--- config.mk ---
export PLATFORM = sky130hd
export DESIGN_NAME = mem_access_unit
export DESIGN_NICKNAME = d
export VERILOG_FILES = /design/src/rtl/rv32i_types.sv /design/src/rtl/mem_access_unit_load_align.sv /design/src/rtl/mem_access_unit.sv
export SDC_FILE = /design/constraint.sdc
export NUM_CORES = 1
export LEC_CHECK = 0
export ABC_AREA = 1
export CAP_MARGIN = 20
export CORE_MARGIN = 1
export CORE_UTILIZATION = 44
export CTS_CLUSTER_DIAMETER = 100
export CTS_CLUSTER_SIZE = 12
export DETAILED_ROUTE_END_ITERATION = 8
export DONT_BUFFER_PORTS = 1
export PLACE_DENSITY = 0.56
export SLEW_MARGIN = 5
export SYNTH_ARGS = -nofsm -noshare
export SYNTH_HDL_FRONTEND = slang
export SYNTH_HIERARCHICAL = 1
export SYNTH_SLANG_ARGS = --single-unit
--- constraint.sdc ---
create_clock -name clk -period 2.9 [get_ports clk]
set_clock_uncertainty 0.15 [all_clocks]
set_input_delay 0.145 -clock clk [delete_from_list [all_inputs] [get_ports clk]]
set_output_delay 0.145 -clock clk [all_outputs]
set_load 0.05 [all_outputs]
--- src/rtl/rv32i_types.sv ---
// Shared RV32I types for the MEM-stage access unit: funct3 codes, data word,
// FSM states, and the byte-enable / misalignment helpers.
package rv32i_types;

    typedef logic [31:0] rv32i_word;

    typedef enum logic [2:0] {
        lb  = 3'b000,
        lh  = 3'b001,
        lw  = 3'b010,
        lbu = 3'b100,
        lhu = 3'b101
    } load_funct3_t;

    typedef enum logic [2:0] {
        sb = 3'b000,
        sh = 3'b001,
        sw = 3'b010
    } store_funct3_t;

    typedef enum logic [1:0] {
        IDLE   = 2'd0,
        ACCESS = 2'd1,
        DONE   = 2'd2
    } mem_access_state_t;

    // Shifted masks are truncated to 4 bits, so a half at offset 3 keeps only lane 3.
    function automatic logic [3:0] calc_byte_enable(input logic       is_read,
                                                    input logic [2:0] funct3,
                                                    input logic [1:0] offset);
        logic [3:0] be;
        be = 4'b1111;
        if (!is_read) begin
            case (funct3)
                sb:      be = 4'b0001 << offset;
                sh:      be = 4'b0011 << offset;
                default: be = 4'b1111;
            endcase
        end
        return be;
    endfunction

    function automatic logic is_misaligned(input logic       is_read,
                                           input logic [2:0] funct3,
                                           input logic [1:0] offset);
        logic bad;
        bad = 1'b0;
        if (is_read) begin
            if ((funct3 == lh) || (funct3 == lhu)) bad = offset[0];
            else if (funct3 == lw)                 bad = (offset != 2'b00);
        end else begin
            if (funct3 == sh)      bad = offset[0];
            else if (funct3 == sw) bad = (offset != 2'b00);
        end
        return bad;
    endfunction

    function automatic rv32i_word shift_store_data(input rv32i_word  wdata,
                                                   input logic [1:0] offset);
        return wdata << {offset, 3'b000};
    endfunction

endpackage

--- src/rtl/mem_access_unit_load_align.sv ---
// Combinational load extractor: shifts the cache word down to the addressed
// lane and sign- or zero-extends it according to funct3.
module load_align
    import rv32i_types::*;
(
    input  logic [31:0] rdata,
    input  logic [1:0]  offset,
    input  logic [2:0]  funct3,
    output logic [31:0] result
);

    rv32i_word shifted;

    always_comb begin
        shifted = rdata >> {offset, 3'b000};
        result  = shifted;
        case (funct3)
            lb:      result = {{24{shifted[7]}}, shifted[7:0]};
            lbu:     result = {24'h000000, shifted[7:0]};
            lh:      result = {{16{shifted[15]}}, shifted[15:0]};
            lhu:     result = {16'h0000, shifted[15:0]};
            default: result = shifted;
        endcase
    end

endmodule

--- src/rtl/mem_access_unit.sv ---
// MEM-stage data-memory access controller: issues one cache request per
// EX/MEM memory instruction and stalls until it completes.
// Optional misalignment trap build: define MEM_MISALIGN_CHECK_EN.
//
// state  | meaning
// IDLE   | waiting for a load/store in EX/MEM; request latched on entry to ACCESS
// ACCESS | request held on the cache port until dmem_resp
// DONE   | result valid, done_o high, pipeline released for one cycle
module mem_access_unit
    import rv32i_types::*;
(
    input  logic        clk,
    input  logic        rst,
    input  logic        valid_i,
    input  logic        mem_read_i,
    input  logic        mem_write_i,
    input  logic [2:0]  funct3_i,
    input  logic [31:0] addr_i,
    input  logic [31:0] wdata_i,
    input  logic        dmem_resp,
    input  logic [31:0] dmem_rdata,
    output logic        dmem_read,
    output logic        dmem_write,
    output logic [31:0] dmem_address,
    output logic [31:0] dmem_wdata,
    output logic [3:0]  dmem_byte_enable,
    output logic        stall_o,
    output logic [31:0] rdata_o,
    output logic        done_o,
    output logic        misalign_o
);

    mem_access_state_t state;

    logic       req;
    logic       req_is_read;
    logic       req_bad;
    logic       is_read_q;
    logic [1:0] offset_q;
    logic [2:0] funct3_q;
    rv32i_word  load_result;

    // A load+store encoding is treated as a load.
    assign req         = valid_i & (mem_read_i | mem_write_i);
    assign req_is_read = mem_read_i;

`ifdef MEM_MISALIGN_CHECK_EN
    logic misalign_q;

    assign req_bad    = is_misaligned(req_is_read, funct3_i, addr_i[1:0]);
    assign misalign_o = misalign_q;

    always_ff @(posedge clk) begin
        if (!rst) begin
            misalign_q <= 1'b0;
        end else if ((state == IDLE) && req && req_bad) begin
            misalign_q <= 1'b1;
        end else if (state == DONE) begin
            misalign_q <= 1'b0;
        end
    end
`else
    assign req_bad    = 1'b0;
    assign misalign_o = 1'b0;
`endif

    assign stall_o = rst & (((state == IDLE) & req) | (state == ACCESS));

    load_align u_load_align (
        .rdata  (dmem_rdata),
        .offset (offset_q),
        .funct3 (funct3_q),
        .result (load_result)
    );

    always_ff @(posedge clk) begin
        if (!rst) begin
            state            <= IDLE;
            is_read_q        <= 1'b0;
            offset_q         <= 2'b00;
            funct3_q         <= 3'b000;
            dmem_read        <= 1'b0;
            dmem_write       <= 1'b0;
            dmem_address     <= 32'h0000_0000;
            dmem_wdata       <= 32'h0000_0000;
            dmem_byte_enable <= 4'b0000;
            rdata_o          <= 32'h0000_0000;
            done_o           <= 1'b0;
        end else begin
            case (state)
                IDLE: begin
                    if (req) begin
                        is_read_q    <= req_is_read;
                        offset_q     <= addr_i[1:0];
                        funct3_q     <= funct3_i;
                        dmem_address <= {addr_i[31:2], 2'b00};
                        if (req_bad) begin
                            // Trapped access: no cache traffic, result forced to zero.
                            rdata_o <= 32'h0000_0000;
                            done_o  <= 1'b1;
                            state   <= DONE;
                        end else begin
                            dmem_read        <= req_is_read;
                            dmem_write       <= ~req_is_read;
                            dmem_wdata       <= shift_store_data(wdata_i, addr_i[1:0]);
                            dmem_byte_enable <= calc_byte_enable(req_is_read, funct3_i,
                                                                 addr_i[1:0]);
                            state            <= ACCESS;
                        end
                    end
                end
                ACCESS: begin
                    if (dmem_resp) begin
                        dmem_read  <= 1'b0;
                        dmem_write <= 1'b0;
                        if (is_read_q) begin
                            rdata_o <= load_result;
                        end
                        done_o <= 1'b1;
                        state  <= DONE;
                    end
                end
                DONE: begin
                    done_o <= 1'b0;
                    state  <= IDLE;
                end
                default: begin
                    dmem_read  <= 1'b0;
                    dmem_write <= 1'b0;
                    done_o     <= 1'b0;
                    state      <= IDLE;
                end
            endcase
        end
    end

endmodule
==> impl_results.html, run 1 <==
<table>
<tr><th>Metric</th><th>Value</th></tr>
<tr><th colspan="2">Timing</th></tr>
<tr><td>Worst Hold Slack</td><td>0.0115 ns</td></tr>
<tr><td>Pin slew with the least headroom to its limit</td><td>0.945 ns</td></tr>
<tr><td>Portion of the clock cycle consumed by the worst path in the final layout</td><td>approximately nine tenths</td></tr>
<tr><td>Setup repair after global routing missed its margin</td><td>false</td></tr>
<tr><td>Setup ws final</td><td>0.290 ns</td></tr>
<tr><td>Slew Limit Fails</td><td>0</td></tr>
<tr><td>Final setup viols</td><td>0</td></tr>
<tr><td>Min cycle time layout</td><td>2.61 ns</td></tr>
<tr><td>Worst slew margin relative to its limit</td><td>36.7%</td></tr>
<tr><td>Final number of hold-violating endpoints</td><td>0</td></tr>
<tr><td>Post-Route Setup TNS</td><td>0 ns</td></tr>
<tr><td>Timing-limited maximum frequency</td><td>about 380 MHz</td></tr>
<tr><th colspan="2">Logic synthesis</th></tr>
<tr><td>Number of instances in the synthesized netlist</td><td>787</td></tr>
<tr><td>Register area share after synthesis</td><td>approximately 41%</td></tr>
<tr><td>Top post-synthesis cells by area</td><td>sky130_fd_sc_hd__dfxtp_1 (41%), sky130_fd_sc_hd__nand2_1 (15%), sky130_fd_sc_hd__a21oi_1 (8.4%), sky130_fd_sc_hd__nor2_1 (8.4%), sky130_fd_sc_hd__o21ai_0 (7.1%)</td></tr>
<tr><td>Post-Syn Area per Cell</td><td>6.71 um2</td></tr>
<tr><td>Count of unique library cells instantiated by Yosys</td><td>27</td></tr>
<tr><td>Fraction of synthesized cell area taken by the top area cell type</td><td>41.3%</td></tr>
<tr><td>Synth Cell Area</td><td>between 0.005 and 0.006 mm2</td></tr>
<tr><td>FF+latch count, synth</td><td>109</td></tr>
<tr><td>Most area-hungry cell type in the Yosys netlist</td><td>sky130_fd_sc_hd__dfxtp_1</td></tr>
<tr><td>Yosys Warn Count</td><td>6</td></tr>
<tr><th colspan="2">Final layout</th></tr>
<tr><td>Fin util</td><td>55.5%</td></tr>
<tr><td>Number of nets in the layout</td><td>945</td></tr>
<tr><td>Post-layout instance area</td><td>about 0.0064 mm2</td></tr>
<tr><td>Area of the multi-input gates</td><td>0.00259 mm2</td></tr>
<tr><td>Area growth syn-to-layout</td><td>21.5%</td></tr>
<tr><td>Post-Layout Cell Count</td><td>988</td></tr>
<tr><td>Fill cell count</td><td>1147</td></tr>
<tr><td>Register cell area after layout</td><td>~0.0022 mm2</td></tr>
<tr><td>Share of post-route cells with drive strength above 1</td><td>under 10%</td></tr>
<tr><th colspan="2">Route</th></tr>
<tr><td>DRC Markers</td><td>26</td></tr>
<tr><td>Antenna Nets Post-Route</td><td>0</td></tr>
<tr><td>Total detailed-routing wirelength</td><td>15900 um</td></tr>
<tr><td>Iteration-0 DRC Markers</td><td>314</td></tr>
<tr><td>Via count</td><td>5320</td></tr>
<tr><td>Wire length per cell</td><td>16.1 um</td></tr>
<tr><td>Drt pass-1 iters</td><td>8</td></tr>
<tr><td>Vias/cell</td><td>5.38</td></tr>
<tr><th colspan="2">Floorplanning</th></tr>
<tr><td>Die height</td><td>112 um</td></tr>
<tr><td>Width of the die</td><td>112 um</td></tr>
<tr><td>IO Count</td><td>210</td></tr>
<tr><td>Total Die Area</td><td>0.0124 mm2</td></tr>
<tr><td>Initial core utilization</td><td>45.6%</td></tr>
<tr><td>Core Rows</td><td>39</td></tr>
<tr><td>Core Box Area</td><td>0.0116 mm2</td></tr>
<tr><th colspan="2">Worst setup path</th></tr>
<tr><td>Critical path cell sequence</td><td>dlygate4sd3_1, nand2_1, a21oi_1, dlygate4sd3_1, nor3_1, dlygate4sd3_1, nor2_1</td></tr>
<tr><td>End point of the critical path</td><td>dmem_wdata[20]$_SDFFE_PN0P_</td></tr>
<tr><td>Maximum cell stage delay along the critical path</td><td>between 1 and 1.5 ns</td></tr>
<tr><td>Max stage delay cell, worst path</td><td>sky130_fd_sc_hd__dlygate4sd3_1</td></tr>
<tr><td>Critical Path Start</td><td>addr_i[0]</td></tr>
<tr><td>Kind of start point of the critical path</td><td>input pin</td></tr>
<tr><td>Number of cells on the worst reg-to-reg path</td><td>7</td></tr>
<tr><td>Terminus of the critical flop-to-flop path</td><td>rdata_o[27]$_SDFFE_PN0P_</td></tr>
<tr><td>Class of the most critical setup path</td><td>in2reg</td></tr>
<tr><td>Most repeated library cell on the critical path</td><td>sky130_fd_sc_hd__dlygate4sd3_1</td></tr>
<tr><td>Crit path max-delay family</td><td>buffers and inverters</td></tr>
<tr><td>Worst setup EP type</td><td>flop</td></tr>
<tr><td>Arrival time of the worst setup path</td><td>about 2.8 ns</td></tr>
<tr><td>Reg2Reg Setup Slack</td><td>0.43 ns</td></tr>
<tr><td>Total buffers and inverters traversed by the critical path</td><td>3</td></tr>
<tr><td>Reg-to-Reg Start</td><td>offset_q[1]$_SDFFE_PN0P_</td></tr>
<tr><td>CP required</td><td>3.04 ns</td></tr>
<tr><td>Crit. path cell count</td><td>7</td></tr>
<tr><td>Highest fanout seen on the critical path</td><td>23</td></tr>
<tr><th colspan="2">Flow run</th></tr>
<tr><td>Number of maximum-capacitance violations</td><td>0</td></tr>
<tr><th colspan="2">CTS</th></tr>
<tr><td>Depth of the CTS H-tree</td><td>3</td></tr>
<tr><td>Inserted Clock Buffers</td><td>9</td></tr>
<tr><td>Clock tree from TritonCTS</td><td>done</td></tr>
<tr><td>Number of buffers inserted by post-CTS setup repair</td><td>0</td></tr>
<tr><td>CTS sink count</td><td>109</td></tr>
<tr><td>Maximum count of clock buffers along a single path</td><td>2</td></tr>
<tr><td>Worst skew pair latency</td><td>0.35 ns</td></tr>
<tr><td>Master cell of the clock root buffer</td><td>sky130_fd_sc_hd__clkbuf_16</td></tr>
<tr><td>Clock-pin slew on the worst setup and hold paths</td><td>0.07 ns</td></tr>
<tr><th colspan="2">Place</th></tr>
<tr><td>Count of placed standard cells including taps</td><td>879</td></tr>
<tr><td>Count of port buffers added during placement</td><td>0</td></tr>
<tr><td>HPWL after detailed placement</td><td>10200 um</td></tr>
<tr><td>Dpl cell area</td><td>0.00518 mm2</td></tr>
<tr><td>Final estimated routing congestion in global placement</td><td>around 0.90</td></tr>
<tr><td>Placement Setup Slack</td><td>0.995 ns</td></tr>
<tr><th colspan="2">Global route</th></tr>
<tr><td>Total grt overflow</td><td>0</td></tr>
<tr><td>Vias in the first global route</td><td>about 5100</td></tr>
<tr><td>Antenna violations before repair</td><td>0</td></tr>
<tr><td>Largest net degree at the start of global routing</td><td>65</td></tr>
<tr><td>Tot GR Track Use</td><td>25.7%</td></tr>
<tr><td>Global-route wire length before repair</td><td>~25000 um</td></tr>
<tr><th colspan="2">Power</th></tr>
<tr><td>Highest ir drop seen on vdd</td><td>between 300 and 400 uV</td></tr>
<tr><td>P_leak</td><td>2.67 nW</td></tr>
<tr><td>Power density relative to cell area</td><td>576 mW/mm2</td></tr>
<tr><td>Total chip power</td><td>3.69 mW</td></tr>
<tr><th colspan="2">Run status</th></tr>
<tr><td>Status</td><td>complete, but fails checks</td></tr>
<tr><td>Violations in the final reports</td><td>design-rule violations</td></tr>
<tr><th colspan="2">Hold path</th></tr>
<tr><td>Hold Crit Class</td><td>in2reg</td></tr>
<tr><td>Hold path cells</td><td>4</td></tr>
</table>
[logic make-up (layout without fill, tap and decap cells)]
| logic type | count (synthesis) | after routing | synth area share [%] |
|---|---|---|---|
| AOI/OAI and AO/OA | 182 | 182 | 18.1 |
| DFF | 109 | 109 | 41.3 |
| and+or+nand+nor | 393 | 393 | 30.8 |
| buffers and inverters | 102 | 157 | 9.77 |
| other | 1 | 4 | 0.0710 |
[power by group]
| group | internal (mW) | switching (mW) | total (mW) | leakage (nW) |
|---|---|---|---|---|
| logic | 0.244 | 0.351 | 0.595 | 1.64 |
| clock network | 0.641 | 0.580 | 1.22 | 0.142 |
| registers | 1.57 | 0.304 | 1.88 | 0.890 |
[worst min-delay path by stage]
stage                             start                           to  slack (ns)
after floorplan               dmem_resp        state[1]$_SDFFE_PN0P_        0.14
after global placement              rst     offset_q[1]$_SDFFE_PN0P_        0.12
after detailed placement            rst     offset_q[1]$_SDFFE_PN0P_        0.12
after CTS                   wdata_i[27]  dmem_wdata[27]$_SDFFE_PN0P_      0.0003
after global routing        wdata_i[27]  dmem_wdata[27]$_SDFFE_PN0P_        0.04
final                     dmem_rdata[3]      rdata_o[3]$_SDFFE_PN0P_        0.01
[flip-flops by register name, indices dropped and copies added, names as in the netlist]
register	flops
rdata_o	32
dmem_read	1
dmem_byte_enable	4
is_read_q	1
done_o	1
funct3_q	3
offset_q	2
dmem_address	30
dmem_write	1
dmem_wdata	32
state	2
[cells in the mapped netlist (all sizes together)]
library cell	instances
o21ai	76
a21oi	89
clkinv	1
nor2	120
nand3	42
nor4	1
dfxtp	109
and2	1
o21a	8
or2	8
o211ai	9
clkbuf	21
inv	40
nor3	11
buf	40
nand2	210
conb	1
[worst min-delay path: cells and delay by family]
kind	cells	cell delay [ns]
AOI/OAI and AO/OA	2	0.24
and+or+nand+nor	2	0.08
[placed cells by master, fill, tap and decap left out, drive strengths merged]
master,n
clkbuf,11
nor2,120
nand3,42
o21ai,76
clkinv,1
inv,43
a21oi,89
diode,1
buf,9
or2,8
dlygate4sd3,92
clkinvlp,1
dfxtp,109
conb,3
nor4,1
and2,1
nand2,210
o211ai,9
o21a,8
nor3,11
[metal layers]
layer | track usage, % | share of wire, % | up-vias
met2 | 42.9 | 47 | 214
met3 | 8.38 | 9.2 | 37
met4 | 12.3 | 3.3 | 0
li1 | - | - | 2639
met5 | 0 | 0 | -
met1 | 29.8 | 40 | 2430
[final cells by class]
type,instances,area share (%)
timing repair buffer,101,15.8
clock buffer,11,3.94
tap,143,2.79
multi-input combinational,578,40.4
inverter,41,2.44
sequential,109,34.0
clock inverter,4,0.605
antenna,1,0.0390
[what timing repair did]
item / 4_1_cts / 5_1_grt
gates resized for setup: 0 / 0
endpoints found under the hold margin: 109 / 0
hold buffers: 93 / 0
No activity file was read; power rests on OpenSTA's default activity.
==> run 2: changes to the inputs <==
--- a/config.mk
+++ b/config.mk
@@ -17,5 +17,4 @@
 export SLEW_MARGIN = 5
 export SYNTH_ARGS = -nofsm -noshare
 export SYNTH_HDL_FRONTEND = slang
-export SYNTH_HIERARCHICAL = 1
 export SYNTH_SLANG_ARGS = --single-unit
==> impl_results.html, run 2 <==
<table>
<tr><th>Metric</th><th>Value</th></tr>
<tr><th colspan="2">Run status</th></tr>
<tr><td>Status</td><td>complete, but fails checks</td></tr>
<tr><td>Violations in the final reports</td><td>design-rule violations</td></tr>
<tr><th colspan="2">CTS</th></tr>
<tr><td>Worst skew pair latency</td><td>0.35 ns</td></tr>
<tr><td>CTS sink count</td><td>approximately 110</td></tr>
<tr><td>Master cell of the clock root buffer</td><td>sky130_fd_sc_hd__clkbuf_16</td></tr>
<tr><td>Maximum count of clock buffers along a single path</td><td>2</td></tr>
<tr><td>Clock-pin slew on the worst setup and hold paths</td><td>0.07 ns</td></tr>
<tr><td>Clock tree from TritonCTS</td><td>done</td></tr>
<tr><td>Depth of the CTS H-tree</td><td>3</td></tr>
<tr><td>Inserted Clock Buffers</td><td>9</td></tr>
<tr><th colspan="2">Flow run</th></tr>
<tr><td>Number of maximum-capacitance violations</td><td>0</td></tr>
<tr><th colspan="2">Final layout</th></tr>
<tr><td>Area growth syn-to-layout</td><td>19.5%</td></tr>
<tr><td>Number of diodes</td><td>0</td></tr>
<tr><td>Fill cell count</td><td>between 1000 and 1500</td></tr>
<tr><td>Most frequent standard cell in the layout excluding fill and tap cells</td><td>sky130_fd_sc_hd__nand2_1</td></tr>
<tr><td>Fin util</td><td>between 50% and 60%</td></tr>
<tr><td>Post-Layout Cell Count</td><td>1005</td></tr>
<tr><td>Most used cells in the layout excluding fill and tap cells</td><td>sky130_fd_sc_hd__nand2_1 (280), sky130_fd_sc_hd__dfxtp_1 (109), sky130_fd_sc_hd__a21oi_1 (89)</td></tr>
<tr><td>Largest regs</td><td>dmem_wdata: 32 flops, rdata_o: 32 flops, dmem_address: 30 flops</td></tr>
<tr><td>Post-layout instance area</td><td>0.00632 mm2</td></tr>
<tr><td>Number of nets in the layout</td><td>963</td></tr>
<tr><td>Share of post-route cells with drive strength above 1</td><td>4.99%</td></tr>
<tr><th colspan="2">Place</th></tr>
<tr><td>Final estimated routing congestion in global placement</td><td>0.899</td></tr>
<tr><td>HPWL after detailed placement</td><td>10500 um</td></tr>
<tr><td>Placement Setup Slack</td><td>0.763 ns</td></tr>
<tr><td>Count of placed standard cells including taps</td><td>916</td></tr>
<tr><td>Dpl cell area</td><td>between 0.005 and 0.006 mm2</td></tr>
<tr><td>Count of port buffers added during placement</td><td>0</td></tr>
<tr><th colspan="2">Route</th></tr>
<tr><td>DRC Markers</td><td>10</td></tr>
<tr><td>Vias/cell</td><td>about 5.2</td></tr>
<tr><td>Via count</td><td>5242</td></tr>
<tr><td>Drt pass-1 iters</td><td>7</td></tr>
<tr><td>Wire length per cell</td><td>15.7 um</td></tr>
<tr><td>Antenna Nets Post-Route</td><td>0</td></tr>
<tr><td>Iteration-0 DRC Markers</td><td>about 400</td></tr>
<tr><td>Total detailed-routing wirelength</td><td>15800 um</td></tr>
<tr><th colspan="2">Timing</th></tr>
<tr><td>Slew Limit Fails</td><td>0</td></tr>
<tr><td>Pin slew with the least headroom to its limit</td><td>0.753 ns</td></tr>
<tr><td>Timing-limited maximum frequency</td><td>377 MHz</td></tr>
<tr><td>Final setup viols</td><td>0</td></tr>
<tr><td>Worst slew margin relative to its limit</td><td>49.6%</td></tr>
<tr><td>Setup repair after global routing missed its margin</td><td>false</td></tr>
<tr><td>Min cycle time layout</td><td>about 2.7 ns</td></tr>
<tr><td>Worst Hold Slack</td><td>0.00587 ns</td></tr>
<tr><td>Final number of hold-violating endpoints</td><td>0</td></tr>
<tr><td>Post-Route Setup TNS</td><td>0 ns</td></tr>
<tr><td>Portion of the clock cycle consumed by the worst path in the final layout</td><td>91.4%</td></tr>
<tr><td>Setup ws final</td><td>0.249 ns</td></tr>
<tr><th colspan="2">Worst setup path</th></tr>
<tr><td>Highest fanout seen on the critical path</td><td>50</td></tr>
<tr><td>Worst setup EP type</td><td>flop</td></tr>
<tr><td>Reg-to-Reg Start</td><td>state[1]$_SDFFE_PN0P_</td></tr>
<tr><td>Reg2Reg Setup Slack</td><td>approximately 0.25 ns</td></tr>
<tr><td>CP required</td><td>3.03 ns</td></tr>
<tr><td>Class of the most critical setup path</td><td>reg2reg</td></tr>
<tr><td>Kind of start point of the critical path</td><td>flop</td></tr>
<tr><td>Terminus of the critical flop-to-flop path</td><td>dmem_wdata[4]$_SDFFE_PN0P_</td></tr>
<tr><td>Arrival time of the worst setup path</td><td>2.78 ns</td></tr>
<tr><td>Number of cells on the worst reg-to-reg path</td><td>7</td></tr>
<tr><th colspan="2">Logic synthesis</th></tr>
<tr><td>Yosys Warn Count</td><td>0</td></tr>
<tr><td>FF+latch count, synth</td><td>109</td></tr>
<tr><td>Most numerous cell in the Yosys netlist</td><td>sky130_fd_sc_hd__nand2_1</td></tr>
<tr><td>Post-Syn Area per Cell</td><td>6.46 um2</td></tr>
<tr><td>Synth Cell Area</td><td>0.00529 mm2</td></tr>
<tr><td>Top post-synthesis cells by area</td><td>sky130_fd_sc_hd__dfxtp_1 (41%), sky130_fd_sc_hd__nand2_1 (20%), sky130_fd_sc_hd__a21oi_1 (8.4%), sky130_fd_sc_hd__nand3_1 (7.8%), sky130_fd_sc_hd__nor2_1 (5.9%)</td></tr>
<tr><td>Register area share after synthesis</td><td>41.2%</td></tr>
<tr><td>Async set-reset flop share out of synthesis</td><td>0%</td></tr>
<tr><td>Count of unique library cells instantiated by Yosys</td><td>27</td></tr>
<tr><td>Leading cell types by count after synthesis</td><td>sky130_fd_sc_hd__nand2_1 (280), sky130_fd_sc_hd__dfxtp_1 (109), sky130_fd_sc_hd__a21oi_1 (89)</td></tr>
<tr><td>Number of instances in the synthesized netlist</td><td>819</td></tr>
<tr><td>Flip-flop cell with the highest count after synthesis</td><td>sky130_fd_sc_hd__dfxtp_1</td></tr>
<tr><td>Fraction of synthesized cell area taken by the top area cell type</td><td>a little over 40%</td></tr>
<tr><td>Count of flip-flops with a built-in enable after synthesis</td><td>0</td></tr>
<tr><td>Most area-hungry cell type in the Yosys netlist</td><td>sky130_fd_sc_hd__dfxtp_1</td></tr>
<tr><th colspan="2">Floorplanning</th></tr>
<tr><td>Core Box Area</td><td>0.0116 mm2</td></tr>
<tr><td>Die height</td><td>around 110 um</td></tr>
<tr><td>IO Count</td><td>210</td></tr>
<tr><td>Core Rows</td><td>39</td></tr>
<tr><td>Initial core utilization</td><td>45.8%</td></tr>
<tr><td>Width of the die</td><td>roughly 110 um</td></tr>
<tr><td>Total Die Area</td><td>between 0.01 and 0.015 mm2</td></tr>
<tr><th colspan="2">Power</th></tr>
<tr><td>Total chip power</td><td>roughly 3.6 mW</td></tr>
<tr><td>Highest ir drop seen on vdd</td><td>360 uV</td></tr>
<tr><td>Fraction of power consumed by the clock network</td><td>34.4%</td></tr>
<tr><td>Combinational fraction of design power</td><td>14.6%</td></tr>
<tr><td>Switching pwr</td><td>1.19 mW</td></tr>
<tr><td>Sequential cell fraction of total power</td><td>51.0%</td></tr>
<tr><td>Power density relative to cell area</td><td>576 mW/mm2</td></tr>
<tr><td>Share of total power consumed by net switching</td><td>32.8%</td></tr>
<tr><td>Int Pwr</td><td>2.45 mW</td></tr>
<tr><td>P_leak</td><td>2.82 nW</td></tr>
<tr><th colspan="2">Global route</th></tr>
<tr><td>Antenna violations before repair</td><td>0</td></tr>
<tr><td>Total grt overflow</td><td>0</td></tr>
<tr><td>Largest net degree at the start of global routing</td><td>59</td></tr>
<tr><td>Global-route wire length before repair</td><td>roughly 25000 um</td></tr>
<tr><td>Vias in the first global route</td><td>between 5000 and 6000</td></tr>
<tr><td>Tot GR Track Use</td><td>between 20 and 30%</td></tr>
<tr><th colspan="2">Hold path</th></tr>
<tr><td>WHS Endpoint</td><td>dmem_wdata[26]$_SDFFE_PN0P_</td></tr>
<tr><td>Hold path cells</td><td>4</td></tr>
<tr><td>Hold Crit Class</td><td>in2reg</td></tr>
<tr><td>HP Start</td><td>wdata_i[26]</td></tr>
</table>
## run 2: cell types whose count changed in the layout (fill, tap and decap cells not counted), moves of 5 or more
cell and change:
sky130_fd_sc_hd__nand3_1 +48, sky130_fd_sc_hd__nor2_1 -35, sky130_fd_sc_hd__inv_1 +16, sky130_fd_sc_hd__o211ai_1 -9
sky130_fd_sc_hd__o21ai_0 -35, sky130_fd_sc_hd__nand3_2 -5, sky130_fd_sc_hd__nand2_1 +72, sky130_fd_sc_hd__nor3_1 -9
sky130_fd_sc_hd__dlygate4sd3_1 -19, sky130_fd_sc_hd__o21a_1 -8
## run 2: worst max-delay path by stage
| stage | to | depth (start not counted) | start | slack (ns) |
|---|---|---|---|---|
| 3_5_place_dp | dmem_address[9]$_SDFFE_PN0P_ | 6 | state[1]$_SDFFE_PN0P_ | 0.76 |
| 4_1_cts | dmem_wdata[1]$_SDFFE_PN0P_ | 7 | state[1]$_SDFFE_PN0P_ | 0.30 |
| 3_3_place_gp | stall_o | 6 | state[1]$_SDFFE_PN0P_ | 0.84 |
| 2_1_floorplan | stall_o | 2 | state[0]$_SDFFE_PN0P_ | 0.88 |
| 6_report | dmem_wdata[4]$_SDFFE_PN0P_ | 7 | state[1]$_SDFFE_PN0P_ | 0.25 |
| 5_1_grt | dmem_wdata[2]$_SDFFE_PN0P_ | 7 | state[1]$_SDFFE_PN0P_ | 0.1 |
## run 2: cells by family after synthesis
family / share of synthesized area [%]
buf+inv: 9.93
flops: 41.2
compound gates: 12.7
other cells: 0.0708
simple gates: 36.1
## run 2: power by group through the flow
stage | logic, mW | registers, mW | clock network [mW]
final | 0.534 | 1.86 | 1.25
after global routing | 0.602 | 1.87 | 1.34
after CTS | 0.527 | 1.86 | 1.30
after detailed placement | 0.428 | 1.89 | 0
after global placement | 0.422 | 1.89 | 0
after floorplan | 0.372 | 1.87 | 0
## run 2: metal layers
layer	GRT usage, %	vias up	wire, um
li1	-	2666	-
met1	29.4	2372	6350
met2	43.9	183	7730
met3	8.06	21	1360
met4	10.5	0	321
met5	0	-	0
## run 2: critical path, cell delays in order (launching register included)
cell,delay (ns)
sky130_fd_sc_hd__dfxtp_1,0.39
sky130_fd_sc_hd__nor2_4,0.18
sky130_fd_sc_hd__nand3_4,0.25
sky130_fd_sc_hd__buf_4,0.39
sky130_fd_sc_hd__nor2_4,0.34
sky130_fd_sc_hd__nand3_1,0.10
sky130_fd_sc_hd__dlygate4sd3_1,0.59
sky130_fd_sc_hd__a21oi_1,0.15
## run 2: area by class of cell
| class | count | area [um2] | share of cell area, % |
|---|---|---|---|
| Clock buffer | 10 | 229 | 3.62 |
| Clock inverter | 5 | 67.6 | 1.07 |
| Inverter | 58 | 218 | 3.44 |
| Multi-Input combinational cell | 597 | 2600 | 41.1 |
| Sequential cell | 109 | 2180 | 34.5 |
| Tap cell | 143 | 179 | 2.83 |
| Timing Repair Buffer | 83 | 851 | 13.5 |
## run 2: repair_timing
action / CTS / global route
buffers inserted: 0 / 0
endpoints found under the hold margin: 79 / 0
resized for setup: 0 / 0
hold buffers: 73 / 0
==> run 3: changes to the inputs <==
--- a/config.mk
+++ b/config.mk
@@ -6,14 +6,14 @@
 export NUM_CORES = 1
 export LEC_CHECK = 0
 export ABC_AREA = 1
+export BUFFER_PORTS_ARGS = -buffer_cell sky130_fd_sc_hd__buf_2
 export CAP_MARGIN = 20
 export CORE_MARGIN = 1
 export CORE_UTILIZATION = 44
 export CTS_CLUSTER_DIAMETER = 100
 export CTS_CLUSTER_SIZE = 12
 export DETAILED_ROUTE_END_ITERATION = 8
-export DONT_BUFFER_PORTS = 1
-export PLACE_DENSITY = 0.56
+export PLACE_DENSITY = 0.71
 export SLEW_MARGIN = 5
 export SYNTH_ARGS = -nofsm -noshare
 export SYNTH_HDL_FRONTEND = slang
==> impl_results.html, run 3 (same netlist as run 2, synthesis figures left out) <==
<table>
<tr><th>Metric</th><th>Value</th></tr>
<tr><th colspan="2">Worst setup path</th></tr>
<tr><td>Critical Path Start</td><td>offset_q[0]$_SDFFE_PN0P_</td></tr>
<tr><td>Class of the most critical setup path</td><td>reg2reg</td></tr>
<tr><td>Highest fanout seen on the critical path</td><td>33</td></tr>
<tr><td>Arrival time of the worst setup path</td><td>2.19 ns</td></tr>
<tr><td>CP required</td><td>3.05 ns</td></tr>
<tr><td>Reg-to-Reg Start</td><td>offset_q[0]$_SDFFE_PN0P_</td></tr>
<tr><td>Kind of start point of the critical path</td><td>flop</td></tr>
<tr><td>Reg2Reg Setup Slack</td><td>0.86 ns</td></tr>
<tr><td>Worst setup EP type</td><td>flop</td></tr>
<tr><td>Maximum cell stage delay along the critical path</td><td>0.41 ns</td></tr>
<tr><td>Max stage delay cell, worst path</td><td>sky130_fd_sc_hd__nand3_2</td></tr>
<tr><td>Critical path cell sequence</td><td>buf_4, inv_2, nand2_1, nand3_1, nand3_2, nand3_1, nand2_1, inv_1</td></tr>
<tr><th colspan="2">Route</th></tr>
<tr><td>Vias/cell</td><td>5.06</td></tr>
<tr><td>Wire length per cell</td><td>about 14 um</td></tr>
<tr><td>Antenna Nets Post-Route</td><td>0</td></tr>
<tr><td>Drt pass-1 iters</td><td>8</td></tr>
<tr><td>Iteration-0 DRC Markers</td><td>668</td></tr>
<tr><td>Total detailed-routing wirelength</td><td>16400 um</td></tr>
<tr><td>Via count</td><td>5981</td></tr>
<tr><td>DRC Markers</td><td>13</td></tr>
<tr><th colspan="2">CTS</th></tr>
<tr><td>Number of gates given a new drive strength after cts</td><td>0</td></tr>
<tr><td>CTS sink count</td><td>roughly 110</td></tr>
<tr><td>Maximum count of clock buffers along a single path</td><td>2</td></tr>
<tr><td>Clock tree from TritonCTS</td><td>done</td></tr>
<tr><td>Number of buffers inserted by post-CTS setup repair</td><td>0</td></tr>
<tr><td>Worst skew pair latency</td><td>0.35 ns</td></tr>
<tr><td>Depth of the CTS H-tree</td><td>3</td></tr>
<tr><td>Clock-pin slew on the worst setup and hold paths</td><td>0.07 ns</td></tr>
<tr><td>Cts-stage hold buffer count</td><td>between 40 and 50</td></tr>
<tr><td>Inserted Clock Buffers</td><td>9</td></tr>
<tr><td>Master cell of the clock root buffer</td><td>sky130_fd_sc_hd__clkbuf_16</td></tr>
<tr><th colspan="2">Global route</th></tr>
<tr><td>Total grt overflow</td><td>0</td></tr>
<tr><td>Antenna violations before repair</td><td>0</td></tr>
<tr><td>Global-route wire length before repair</td><td>around 26000 um</td></tr>
<tr><td>Vias in the first global route</td><td>5453</td></tr>
<tr><td>Largest net degree at the start of global routing</td><td>slightly above 60</td></tr>
<tr><td>Tot GR Track Use</td><td>26.6%</td></tr>
<tr><th colspan="2">Timing</th></tr>
<tr><td>Slew Limit Fails</td><td>0</td></tr>
<tr><td>Setup repair after global routing missed its margin</td><td>false</td></tr>
<tr><td>Post-Route Setup TNS</td><td>0 ns</td></tr>
<tr><td>Pin slew with the least headroom to its limit</td><td>0.723 ns</td></tr>
<tr><td>Final number of hold-violating endpoints</td><td>0</td></tr>
<tr><td>Min cycle time layout</td><td>2.04 ns</td></tr>
<tr><td>Portion of the clock cycle consumed by the worst path in the final layout</td><td>70.4%</td></tr>
<tr><td>Final setup viols</td><td>0</td></tr>
<tr><td>Timing-limited maximum frequency</td><td>489 MHz</td></tr>
<tr><td>Worst slew margin relative to its limit</td><td>51.5%</td></tr>
<tr><th colspan="2">Place</th></tr>
<tr><td>Final estimated routing congestion in global placement</td><td>roughly 0.95</td></tr>
<tr><td>Count of placed standard cells including taps</td><td>1124</td></tr>
<tr><td>Count of port buffers added during placement</td><td>206</td></tr>
<tr><td>HPWL after detailed placement</td><td>approximately 11000 um</td></tr>
<tr><th colspan="2">Final layout</th></tr>
<tr><td>Most frequent standard cell in the layout excluding fill and tap cells</td><td>sky130_fd_sc_hd__nand2_1</td></tr>
<tr><td>Post-Layout Cell Count</td><td>1182</td></tr>
<tr><td>Largest regs</td><td>dmem_wdata: 32 flops, rdata_o: 32 flops, dmem_address: 30 flops</td></tr>
<tr><td>Area growth syn-to-layout</td><td>32.5%</td></tr>
<tr><td>Fin util</td><td>between 60 and 70%</td></tr>
<tr><td>Number of nets in the layout</td><td>1139</td></tr>
<tr><td>Share of post-route cells with drive strength above 1</td><td>23.9%</td></tr>
<tr><td>Most used cells in the layout excluding fill and tap cells</td><td>sky130_fd_sc_hd__nand2_1 (280), sky130_fd_sc_hd__buf_2 (206), sky130_fd_sc_hd__dfxtp_1 (109)</td></tr>
<tr><td>Number of diodes</td><td>0</td></tr>
<tr><th colspan="2">Floorplanning</th></tr>
<tr><td>Initial core utilization</td><td>45.8%</td></tr>
<tr><td>IO Count</td><td>210</td></tr>
<tr><td>Core Box Area</td><td>0.0116 mm2</td></tr>
<tr><td>Width of the die</td><td>112 um</td></tr>
<tr><td>Die height</td><td>112 um</td></tr>
<tr><td>Core Rows</td><td>39</td></tr>
<tr><td>Total Die Area</td><td>0.0125 mm2</td></tr>
<tr><th colspan="2">Hold path</th></tr>
<tr><td>HP Start</td><td>mem_read_i</td></tr>
<tr><td>Hold Crit Class</td><td>in2reg</td></tr>
<tr><th colspan="2">Power</th></tr>
<tr><td>Power density relative to cell area</td><td>532 mW/mm2</td></tr>
<tr><td>Highest ir drop seen on vdd</td><td>~470 uV</td></tr>
<tr><td>P_leak</td><td>3.64 nW</td></tr>
<tr><th colspan="2">Flow run</th></tr>
<tr><td>Number of maximum-capacitance violations</td><td>0</td></tr>
<tr><th colspan="2">Run status</th></tr>
<tr><td>Violations in the final reports</td><td>design-rule violations</td></tr>
<tr><td>Status</td><td>complete, but fails checks</td></tr>
</table>
[run 3: cell types whose count changed in the layout (fill, tap and decap cells not counted), sizes merged]
cell         delta
clkbuf          +3
inv             -3
clkinvlp        +2
dlygate4sd3    -31
buf           +207
clkinv          -1
[run 3: stage by stage]
step                hold slack [ns]  instance area (um2)  worst slack (ns)  total power, mW
detailed placement            0.251                 6300             0.887             2.47
floorplan                     0.136                 5300             0.884             2.24
global route                 0.0255                 7010             0.654             3.90
CTS                          0.0186                 7010             0.871             3.76
finish                       0.0164                 7010             0.857             3.73
global placement              0.246                 6300             0.913             2.47
[run 3: power breakdown]
group / total [mW] / internal [mW] / switching [mW]
combinational: 0.877 / 0.257 / 0.620
clock: 1.24 / 0.695 / 0.547
sequential: 1.61 / 1.57 / 0.0436
[run 3: final timing paths]
path                                         to  cells past startpoint
hold / removal           dmem_read$_SDFFE_PN0P_                      3
setup / recovery       rdata_o[13]$_SDFFE_PN0P_                      8
setup reg to reg       rdata_o[13]$_SDFFE_PN0P_                      8
hold reg to reg   dmem_address[24]$_SDFFE_PN0P_                      2
[run 3: layout make-up]
class,instances,area (um2)
Tap cell,143,179
Multi-Input combinational cell,597,2590
Clock buffer,13,250
Clock inverter,3,45.0
Inverter,58,218
Fill cell,1088,4550
Sequential cell,109,2180
Timing Repair Buffer,259,1550
[run 3: critical path, delay by kind of cell, from the launching register on]
| family | cells | cell delay (ns) |
|---|---|---|
| and+or+nand+nor | 5 | 0.93 |
| buffers and inverters | 3 | 0.61 |
| DFF | 1 | 0.30 |
[run 3: layer usage]
metal  vias up  wire length, um  track usage, %
li1       3011                -               -
met1      2659             7070            33.7
met2       272             7430            42.2
met3        39             1390            7.84
met4         0              482            11.1
met5         -                0               0
